[config.mk]
export PLATFORM = sky130hd
export DESIGN_NAME = uart_tx_buffered_flat
export DESIGN_NICKNAME = d
export VERILOG_FILES = /design/src/rtl/uart_pkg.sv /design/src/rtl/uart_tx_buffered_if.sv /design/src/rtl/uart_sync_fifo.sv /design/src/rtl/uart_tx_buffered.sv /design/src/flat_wrapper.sv
export SDC_FILE = /design/constraint.sdc
export NUM_CORES = 1
export LEC_CHECK = 0
export BUFFER_PORTS_ARGS = -buffer_cell sky130_fd_sc_hd__buf_2
export CORE_UTILIZATION = 55
export DETAILED_ROUTE_END_ITERATION = 8
export GPL_TIMING_DRIVEN = 0
export PLACE_DENSITY_LB_ADDON = 0.15
export SKIP_LAST_GASP = 1
export SLEW_MARGIN = 30
export SYNTH_ARGS = -nofsm -noshare
export SYNTH_HDL_FRONTEND = slang
export SYNTH_HIERARCHICAL = 1
export SYNTH_SLANG_ARGS = --single-unit
[constraint.sdc]
create_clock -name clk -period 4.7 [get_ports clk]
set_input_delay 0.235 -clock clk [delete_from_list [all_inputs] [get_ports clk]]
set_output_delay 0.235 -clock clk [all_outputs]
set_load 0.05 [all_outputs]
[src/rtl/uart_pkg.sv]
// Shared types and constants for the buffered UART transmitter.
// Build option: define UART_TX_PARITY_EN to append an even-parity bit to every frame.
package uart_pkg;

  localparam int   DATA_BITS  = 8;
  localparam logic STOP_LEVEL = 1'b1;
  localparam logic IDLE_LEVEL = 1'b1;

  typedef enum logic [2:0] {
    IDLE,
    START,
    DATA,
    PARITY,
    STOP
  } tx_state_t;

  function automatic logic even_parity(input logic [DATA_BITS-1:0] value);
    return ^value;
  endfunction

endpackage

[src/rtl/uart_tx_buffered_if.sv]
// Byte-queue handshake between a producer and the buffered UART transmitter.
interface uart_tx_buffered_if #(
  parameter int FIFO_DEPTH = 8
);
  import uart_pkg::*;

  localparam int CW = $clog2(FIFO_DEPTH) + 1;

  logic                 start;
  logic [DATA_BITS-1:0] data;
  logic                 ready;
  logic                 busy;
  logic [CW-1:0]        count;
  logic                 overflow;

  modport master (output start, data, input ready, busy, count, overflow);
  modport slave  (input start, data, output ready, busy, count, overflow);

endinterface

[src/rtl/uart_sync_fifo.sv]
// Single-clock FIFO; pointers carry one extra wrap bit so full and empty differ.
module uart_sync_fifo #(
  parameter int WIDTH = 8,
  parameter int DEPTH = 8
) (
  input  logic                   clk,
  input  logic                   rst,
  input  logic                   push,
  input  logic                   pop,
  input  logic [WIDTH-1:0]       wr_data,
  output logic [WIDTH-1:0]       rd_data,
  output logic                   full,
  output logic                   empty,
  output logic [$clog2(DEPTH):0] count
);
  localparam int AW = $clog2(DEPTH);

  logic [WIDTH-1:0] mem [DEPTH];
  logic [AW:0]      wr_ptr;
  logic [AW:0]      rd_ptr;
  logic             do_push;
  logic             do_pop;

  // A full FIFO rejects the push even when a pop happens in the same cycle.
  assign do_push = push && !full;
  assign do_pop  = pop && !empty;
  assign count   = wr_ptr - rd_ptr;
  assign full    = (count == (AW+1)'(DEPTH));
  assign empty   = (wr_ptr == rd_ptr);
  assign rd_data = mem[rd_ptr[AW-1:0]];

  always_ff @(posedge clk or negedge rst) begin
    if (!rst) begin
      wr_ptr <= '0;
      rd_ptr <= '0;
    end else begin
      if (do_push) wr_ptr <= wr_ptr + 1'b1;
      if (do_pop)  rd_ptr <= rd_ptr + 1'b1;
    end
  end

  always_ff @(posedge clk) begin
    if (do_push) mem[wr_ptr[AW-1:0]] <= wr_data;
  end

endmodule

[src/rtl/uart_tx_buffered.sv]
// Buffered 8N1 UART transmitter: bytes queue in a FIFO and are sent back to back.
// Build option: UART_TX_PARITY_EN inserts an even-parity bit between data and stop.
module uart_tx_buffered
  import uart_pkg::*;
#(
  parameter int CLKS_PER_BIT = 4,
  parameter int FIFO_DEPTH   = 8
) (
  input  logic                clk,
  input  logic                rst,
  uart_tx_buffered_if.slave   bus,
  output logic                tx
);
  localparam int                BW        = $clog2(CLKS_PER_BIT);
  localparam logic [BW-1:0]     BAUD_LOAD = BW'(CLKS_PER_BIT - 1);
  localparam logic [2:0]        LAST_BIT  = 3'(DATA_BITS - 1);

  tx_state_t            state;
  logic [BW-1:0]        baud_cnt;
  logic [2:0]           bit_cnt;
  logic [DATA_BITS-1:0] shreg;
  logic [DATA_BITS-1:0] head;
  logic                 full;
  logic                 empty;
  logic                 push;
  logic                 pop;
  logic                 overflow;

  assign push         = bus.start && bus.ready;
  assign bus.ready    = !full;
  assign bus.busy     = (state != IDLE) || !empty;
  assign bus.overflow = overflow;

  // Pop whenever the line is free to start a new frame: from IDLE, or right at the end of STOP.
  always_comb begin
    pop = 1'b0;
    if (!empty && (state == IDLE || (state == STOP && baud_cnt == '0))) pop = 1'b1;
  end

  uart_sync_fifo #(
    .WIDTH (DATA_BITS),
    .DEPTH (FIFO_DEPTH)
  ) u_fifo (
    .clk     (clk),
    .rst     (rst),
    .push    (push),
    .pop     (pop),
    .wr_data (bus.data),
    .rd_data (head),
    .full    (full),
    .empty   (empty),
    .count   (bus.count)
  );

  always_ff @(posedge clk or negedge rst) begin
    if (!rst) overflow <= 1'b0;
    else if (bus.start && !bus.ready) overflow <= 1'b1;
  end

`ifdef UART_TX_PARITY_EN
  logic par_bit;

  always_ff @(posedge clk or negedge rst) begin
    if (!rst) par_bit <= 1'b0;
    else if (pop) par_bit <= even_parity(head);
  end
`endif

  // tx is registered: each branch sets the level of the bit being entered.
  always_ff @(posedge clk or negedge rst) begin
    if (!rst) begin
      state    <= IDLE;
      baud_cnt <= '0;
      bit_cnt  <= '0;
      shreg    <= '0;
      tx       <= IDLE_LEVEL;
    end else begin
      case (state)
        IDLE: begin
          if (!empty) begin
            shreg    <= head;
            baud_cnt <= BAUD_LOAD;
            state    <= START;
            tx       <= 1'b0;
          end else begin
            tx <= IDLE_LEVEL;
          end
        end
        START: begin
          if (baud_cnt == '0) begin
            baud_cnt <= BAUD_LOAD;
            bit_cnt  <= '0;
            state    <= DATA;
            tx       <= shreg[0];
          end else begin
            baud_cnt <= baud_cnt - 1'b1;
          end
        end
        DATA: begin
          if (baud_cnt == '0) begin
            baud_cnt <= BAUD_LOAD;
            if (bit_cnt == LAST_BIT) begin
`ifdef UART_TX_PARITY_EN
              state <= PARITY;
              tx    <= par_bit;
`else
              state <= STOP;
              tx    <= STOP_LEVEL;
`endif
            end else begin
              shreg   <= shreg >> 1;
              tx      <= shreg[1];
              bit_cnt <= bit_cnt + 1'b1;
            end
          end else begin
            baud_cnt <= baud_cnt - 1'b1;
          end
        end
`ifdef UART_TX_PARITY_EN
        PARITY: begin
          if (baud_cnt == '0) begin
            baud_cnt <= BAUD_LOAD;
            state    <= STOP;
            tx       <= STOP_LEVEL;
          end else begin
            baud_cnt <= baud_cnt - 1'b1;
          end
        end
`endif
        STOP: begin
          if (baud_cnt == '0) begin
            if (!empty) begin
              shreg    <= head;
              baud_cnt <= BAUD_LOAD;
              state    <= START;
              tx       <= 1'b0;
            end else begin
              state <= IDLE;
              tx    <= IDLE_LEVEL;
            end
          end else begin
            baud_cnt <= baud_cnt - 1'b1;
          end
        end
        default: begin
          state <= IDLE;
          tx    <= IDLE_LEVEL;
        end
      endcase
    end
  end

endmodule

[src/flat_wrapper.sv]
// flat-port wrapper written by rule: the top's interface ports become plain ports
module uart_tx_buffered_flat import uart_pkg::*;
#(
  parameter int CLKS_PER_BIT = 4,
  parameter int FIFO_DEPTH   = 8
)
  (clk, rst, tx, bus_start, bus_data, bus_ready, bus_busy, bus_count, bus_overflow);
  uart_tx_buffered_if #(.FIFO_DEPTH(FIFO_DEPTH)) bus_i ();
  input  logic clk;
  input  logic rst;
  output logic tx;
  input wire logic [$bits(bus_i.start)-1:0] bus_start;
  input wire logic [$bits(bus_i.data)-1:0] bus_data;
  output wire logic [$bits(bus_i.ready)-1:0] bus_ready;
  output wire logic [$bits(bus_i.busy)-1:0] bus_busy;
  output wire logic [$bits(bus_i.count)-1:0] bus_count;
  output wire logic [$bits(bus_i.overflow)-1:0] bus_overflow;
  assign bus_i.start = bus_start;
  assign bus_i.data = bus_data;
  assign bus_ready = bus_i.ready;
  assign bus_busy = bus_i.busy;
  assign bus_count = bus_i.count;
  assign bus_overflow = bus_i.overflow;
  uart_tx_buffered #(.CLKS_PER_BIT(CLKS_PER_BIT), .FIFO_DEPTH(FIFO_DEPTH)) u_core (.clk(clk), .rst(rst), .bus(bus_i), .tx(tx));
endmodule
* After elaboration in Yosys (flattened, before gate mapping)
Memory sizes are Yosys's and may differ from the RTL's.
Cells that the tools add are included.
** Storage, ports and cells
- Memories :: 1
- Output and inout bits :: 8
- Flip-flop bits (word level) :: 26
- Memory bits (writable) :: 64
** Memory list
- u_core.u_fifo.mem :: depth 8, bits a word 8, read ports 1, clocked after memory_dff 0, write ports 1, line uart_sync_fifo.sv:18 : logic [WIDTH-1:0] mem [DEPTH];
** Operators by class
- Muxes and demuxes :: 29
- Equal/unequal tests :: 12
- Reductions and logical operators :: 21
- Add/subtract/negate cells :: 5
** Operator list (count)
- $mux 8 :: 4
- $mux 3 :: 8
- $pmux 8 s3 :: 1
- $pmux 3 s4 :: 1
- $mux 1 :: 9
- $reduce_bool 3->1 :: 3
- $add 4x1->4 const B :: 2
- $reduce_and 4->1 :: 2
- $eq 3x3->1 const B :: 2
- $logic_and 1x1->1 :: 6
- $mux 2 :: 3
- $ne 2x1->1 const B :: 3
- $ne 2x2->1 const B :: 3
- $pmux 2 s3 :: 1
- $pmux 3 s2 :: 1
- $reduce_and 5->1 :: 1
- $eq 4x4->1 :: 1
- $eq 4x4->1 const B :: 1
- $pmux 1 s4 :: 1
- $sub 4x4->4 :: 1
- $add 3x1->3 const B :: 1
- $eq 3x1->1 const B :: 1
- $eq 3x2->1 const B :: 1
- $logic_not 3->1 :: 1
- other kinds (7) :: 9

* Logic depth before layout (Yosys ltp)
- Depth after elaboration :: 7
- Mapped depth :: 11
- Depth with buffers taken out :: 11

* Cells and area by module
Netlist, hierarchy kept.
** By module, submodules not included
- uart_sync_fifo :: cells an instance 172, times used 1, area an instance 3046.7 sq um, seq. area each 2122.0 sq um
- uart_tx_buffered :: cells an instance 103, times used 1, area an instance 1093.5 sq um, seq. area each 451.7 sq um

* Worst setup path after synthesis
OpenSTA, ideal clock, no wires.
- Path kind :: register to register
- Start :: reg u_core.u_fifo.rd_ptr[1]
- End :: mem u_core.u_fifo.mem[0][0] (enable)
- Stages on the path, launching flop included :: 11
- Slack :: 0.329 ns
- Data required time :: 4.305 ns
- Arrival time :: 3.976 ns
- Cells stage by stage :: dfrtp_1 -> buf_2 -> buf_1 -> inv_1 -> fa_1 -> xor2_1 -> or3_4 -> nor3_4 -> nor2b_1 -> nand2_1 -> nor4_1
** Between the ends
- Word-level cells in the longest chain between the ends :: 7
** RTL lines
- start: declaration :: line uart_sync_fifo.sv:20 : logic [AW:0] rd_ptr;
- start signal: assignment :: line uart_sync_fifo.sv:38 : if (do_pop) rd_ptr <= rd_ptr + 1'b1;
- $sub 4x4->4 :: line uart_sync_fifo.sv:27 : assign count = wr_ptr - rd_ptr;
- named net bus_count[2] :: line flat_wrapper.sv:16 : output wire logic [$bits(bus_i.count)-1:0] bus_count;
- $eq 4x4->1 :: line uart_sync_fifo.sv:28 : assign full = (count == (AW+1)'(DEPTH));
- named net u_core.full :: line uart_tx_buffered.sv:23 : logic full;
- $logic_not 1->1 :: line uart_tx_buffered.sv:30 : assign bus.ready = !full;
- $logic_and 1x1->1 :: line uart_tx_buffered.sv:29 : assign push = bus.start && bus.ready;
- named net u_core.push :: line uart_tx_buffered.sv:25 : logic push;
- $logic_and 1x1->1 :: line uart_sync_fifo.sv:25 : assign do_push = push && !full;
- $mux 1 :: line uart_sync_fifo.sv:43 : if (do_push) mem[wr_ptr[AW-1:0]] <= wr_data;
- $mux 1 (implied by the code) :: line uart_sync_fifo.sv:43
- end: declaration :: line uart_sync_fifo.sv:18
The timed path passes the listed nets, and every way through them passes these cells.

* Worst setup path after layout
- Start :: reg u_core.u_fifo.rd_ptr[1]
- End :: mem u_core.u_fifo.mem[0][5] (enable)
** Between the ends
- Word-level cells in the longest chain between the ends :: 7
** RTL lines (line)
- $sub 4x4->4 :: uart_sync_fifo.sv:27
- $eq 4x4->1 :: uart_sync_fifo.sv:28
- named net u_core.full :: uart_tx_buffered.sv:23
- $logic_not 1->1 :: uart_tx_buffered.sv:30
- $logic_and 1x1->1 :: uart_tx_buffered.sv:29
- named net u_core.push :: uart_tx_buffered.sv:25
- $logic_and 1x1->1 :: uart_sync_fifo.sv:25
- $mux 1 :: uart_sync_fifo.sv:43
- $mux 1 (implied by the code) :: uart_sync_fifo.sv:43
The timed path passes the listed nets, and every way through them passes these cells.

==> summary by stage <==
Floorplanning
From bottom edge to top edge, the die measures 88.8 um. During I/O placement, the number of pins put on the boundary was 19. The core footprint is 7250 sq um. Once the floorplan was initialized, standard cells occupied 57.1% of the core. The row count is 31. The floorplan step defined a die boundary enclosing 7880 sq um. The die is 88.8 um wide.

Power and ir drop
The leakage power of the design is 1.74 nW. The clock network is responsible for 16.6% of the overall power. Across the VDD grid, the largest voltage drop is 0.793 mV. The portion of total power attributed to combinational logic is 48.6%.

Per report_power, the sequential group accounts for 34.7% of the total. Internal power comes to 2.00 mW. The power density over the cells is 724 nW/um^2.

The total net switching power is 1.35 mW. Net switching is 40.2% of the power.

Cells and area
The number of antenna diodes is 0. In the final layout, flip-flops and latches occupy 2570 sq um. In the layout the commonest cells are sky130_fd_sc_hd__edfxtp_1, sky130_fd_sc_hd__nand2_1, sky130_fd_sc_hd__buf_2, sky130_fd_sc_hd__dfrtp_1. The fraction of layout instances using a drive strength above 1 is 30.1%. The multi-input gate area in the final layout is 1510 sq um. The final-stage net count is 329. Counting the fill cells in the layout gives 532. The layout overhead on the synthesized area is 11.9%.

The most frequent standard cell in the layout excluding fill and tap cells is sky130_fd_sc_hd__edfxtp_1. The share of the core filled with cells in the final layout is 63.9%.

Route
The via count is 2324. In the routed design, unresolved DRC markers number 0. The first detailed-routing pass ran for 4 iterations. The detail-routed via count per cell is 5.65.

The detailed-route wire length per cell is 18.3 um. After the first detailed-routing iteration, the DRC count stood at 90. The detail route stage leaves a number of antenna-violating nets equal to 0.

The routed design has 7540 um of wire.

STA
The tightest hold margin is 0.110 ns. Dividing the final minimum period by the clock period gives 91.9%. Setup repair after global routing left no endpoint under its margin. The number of pins with negative max-slew slack in the final report is 0.

The highest clock frequency the design can meet is 231 MHz. The routed design could run at a clock period as short as 4.32 ns. At the pin with the least slew margin, the transition time is 0.816 ns. Once routing completed, OpenROAD measured the worst setup slack at 0.379 ns. The max-slew headroom at the worst pin is 45.4%. Setup violations remaining at the end of the flow were counted as 0.

Across the routed clock network, the largest skew measured is 0.0135 ns. The number of hold violations in the final report is 0. For the final routed database, the setup TNS stands at 0 ns.

Synthesis
The most used flip-flop cell after synthesis is sky130_fd_sc_hd__edfxtp_1. Yosys mapped a number of flops with a built-in enable equal to 64. The number of nets produced by synthesis is 296.

Yosys attributes the largest share of cell area to sky130_fd_sc_hd__edfxtp_1, sky130_fd_sc_hd__dfrtp_1, sky130_fd_sc_hd__mux4_2. Yosys mapped the design onto 56 distinct sky130hd cell types. The largest total area in the synthesized netlist belongs to sky130_fd_sc_hd__edfxtp_1.

The cell count after synthesis came out at 275. The fraction of registers with async set/reset is 28.9%. During synthesis, Yosys emitted a total of 6 warnings.

The mean post-synth cell area is 15.1 sq um. The post-synthesis sequential area ratio is 62.2%. The synthesis-stage register bit count is 90. In this run the cell area of the synthesized design comes to 4140 sq um. The share of synthesized area in the top cell type comes to 46.4%.

Critical path
Walking the worst path, the cells encountered are buf_2, buf_1, inv_1, ha_1, nand3b_1, a21oi_2, nor3_4, nor2b_1, nand2_1, nor4_2, buf_2. The combined buffer and inverter count along the critical path is 4. STA classifies the critical path startpoint as a register. The critical-path maximum fanout is 11. The cell family with the largest share of critical-path delay is simple AND/OR/NAND/NOR gates. STA classifies the critical path endpoint as a register. The critical path class is register to register.

The required arrival time at the worst endpoint is 4.75 ns. For the worst setup path, the data arrival time is 4.37 ns. The largest single stage delay on the critical path is 0.58 ns. By instance count, the cell type seen most on the critical path is sky130_fd_sc_hd__buf_2. Among all stages on the critical path, the largest delay is contributed by sky130_fd_sc_hd__nor4_2.

Placement
OpenSTA, run right after detailed placement, puts the worst setup slack at 0.298 ns. The total of buffers placed on input and output ports is 18. The wire-length estimate of the detail-placed layout is 5110 um. The placer's final routability congestion estimate is 0.741.

Clock network
Clock tree synthesis found a total of 90 sinks. Gates resized during post-CTS repair numbered 0. At the later pin of the worst-skew pair, clock insertion delay measures 0.35 ns. Clock-pin slew was measured on the worst setup and hold paths at 0.08 ns.

The tree is rooted in a sky130_fd_sc_hd__clkbuf_8. The number of clock buffers added by TritonCTS is 9. TritonCTS built the clock tree. The number of levels in the clock H-tree is 3. Counting along the longest clock path gives a buffer depth of 2.

GRT
The number of global-route vias before repair came to 2331. After global routing the overflow that remains totals 0. The number of antenna violations at the first check in global routing is 0. Entering global routing, the biggest net connects 27 pins. The first global-routing pass estimated 12100 um of wire. Across every metal layer, demand over resource in global routing totals 21.7%.

Hold path
The worst hold-check path type is input port to register.

Status
The flow ran to the end, and the final reports show no timing, DRC or antenna violations.

Job
The reported max-cap violation count is 0.
cells in the mapped netlist, types with 4 or more instances:
cell type / instances
sky130_fd_sc_hd__edfxtp_1: 64
sky130_fd_sc_hd__inv_1: 9
sky130_fd_sc_hd__xnor2_1: 4
sky130_fd_sc_hd__dfrtp_1: 25
sky130_fd_sc_hd__a21oi_1: 8
sky130_fd_sc_hd__nor2_1: 10
sky130_fd_sc_hd__clkbuf_1: 4
sky130_fd_sc_hd__mux2_2: 16
sky130_fd_sc_hd__nand2_1: 34
sky130_fd_sc_hd__mux4_2: 16
sky130_fd_sc_hd__buf_2: 4
sky130_fd_sc_hd__ha_1: 9
sky130_fd_sc_hd__nor2b_1: 5
sky130_fd_sc_hd__nor3_1: 4
sequential cells by signal, summed over array words and instances (netlist names):
name	flops
u_core/u_fifo/mem	64
u_core/shreg	8
u_core/u_fifo/rd_ptr	4
u_core/u_fifo/wr_ptr	4
u_core/bit_cnt	3
u_core/state	3
u_core/baud_cnt	2
u_core/bus.overflow	1
u_core/tx	1
what timing repair did:
item | CTS | global route
endpoints found under the hold margin | 25 | 0
setup buffers | 0 | 0
endpoints found under the setup margin | 0 | 0
hold buffers | 1 | 0
through the flow:
step	cell area, sq um	instances	power (mW)
floorplan	4140	275	2.44
global placement	4350	392	2.74
detailed placement	4410	395	2.83
CTS	4630	411	3.38
global route	4630	411	3.56
finish	4630	411	3.35
kinds of logic (layout without fill, tap and decap cells):
family | Yosys count | count (layout) | share of synthesized area (%)
flops | 90 | 90 | 62.2
simple gates | 80 | 80 | 10.6
mux | 36 | 36 | 14.3
compound gates | 30 | 30 | 5.65
buf+inv | 22 | 59 | 2.42
fa+ha+maj | 10 | 10 | 3.20
xor+xnor | 7 | 7 | 1.66
power groups by stage:
stage / sequential (mW) / clock, mW / combinational [mW]
final: 1.17 / 0.557 / 1.63
after global routing: 1.19 / 0.595 / 1.78
after CTS: 1.16 / 0.567 / 1.65
after detailed placement: 1.18 / 0 / 1.64
after global placement: 1.17 / 0 / 1.57
after floorplan: 1.18 / 0 / 1.26
layout make-up:
type	instances	area share, %
sequential	90	55.6
multi-input combinational	163	32.6
clock buffer	11	2.84
tap	99	2.67
timing repair buffer	22	2.49
clock inverter	4	1.65
buffer	12	1.35
inverter	10	0.810
worst paths after layout:
| check | start | endpoint | slack (ns) | cells after the start |
|---|---|---|---|---|
| setup / recovery | u_core/u_fifo/rd_ptr[1] | u_core/u_fifo/mem[0][5] | 0.38 | 11 |
| hold / removal | bus_start | u_core/bus.overflow | 0.11 | 2 |
| setup reg to reg | u_core/u_fifo/rd_ptr[1] | u_core/u_fifo/mem[0][5] | 0.38 | 11 |
| hold reg to reg | u_core/bus.overflow | u_core/bus.overflow | 0.47 | 1 |
| max in group asynchronous | rst | u_core/u_fifo/rd_ptr[1] | 3.86 | 2 |
| min in group asynchronous | rst | u_core/shreg[3] | 0.42 | 2 |
routing by layer:
layer / vias to the layer above / track usage (%) / routed length (um)
met2: 43 / 34.6 / 3670
met5: - / 0 / 0
met1: 1166 / 30.6 / 3430
met4: 0 / 8.21 / 123
met3: 13 / 3.26 / 314
li1: 1102 / - / -
Note: power is estimated with default switching activity, not from simulation.
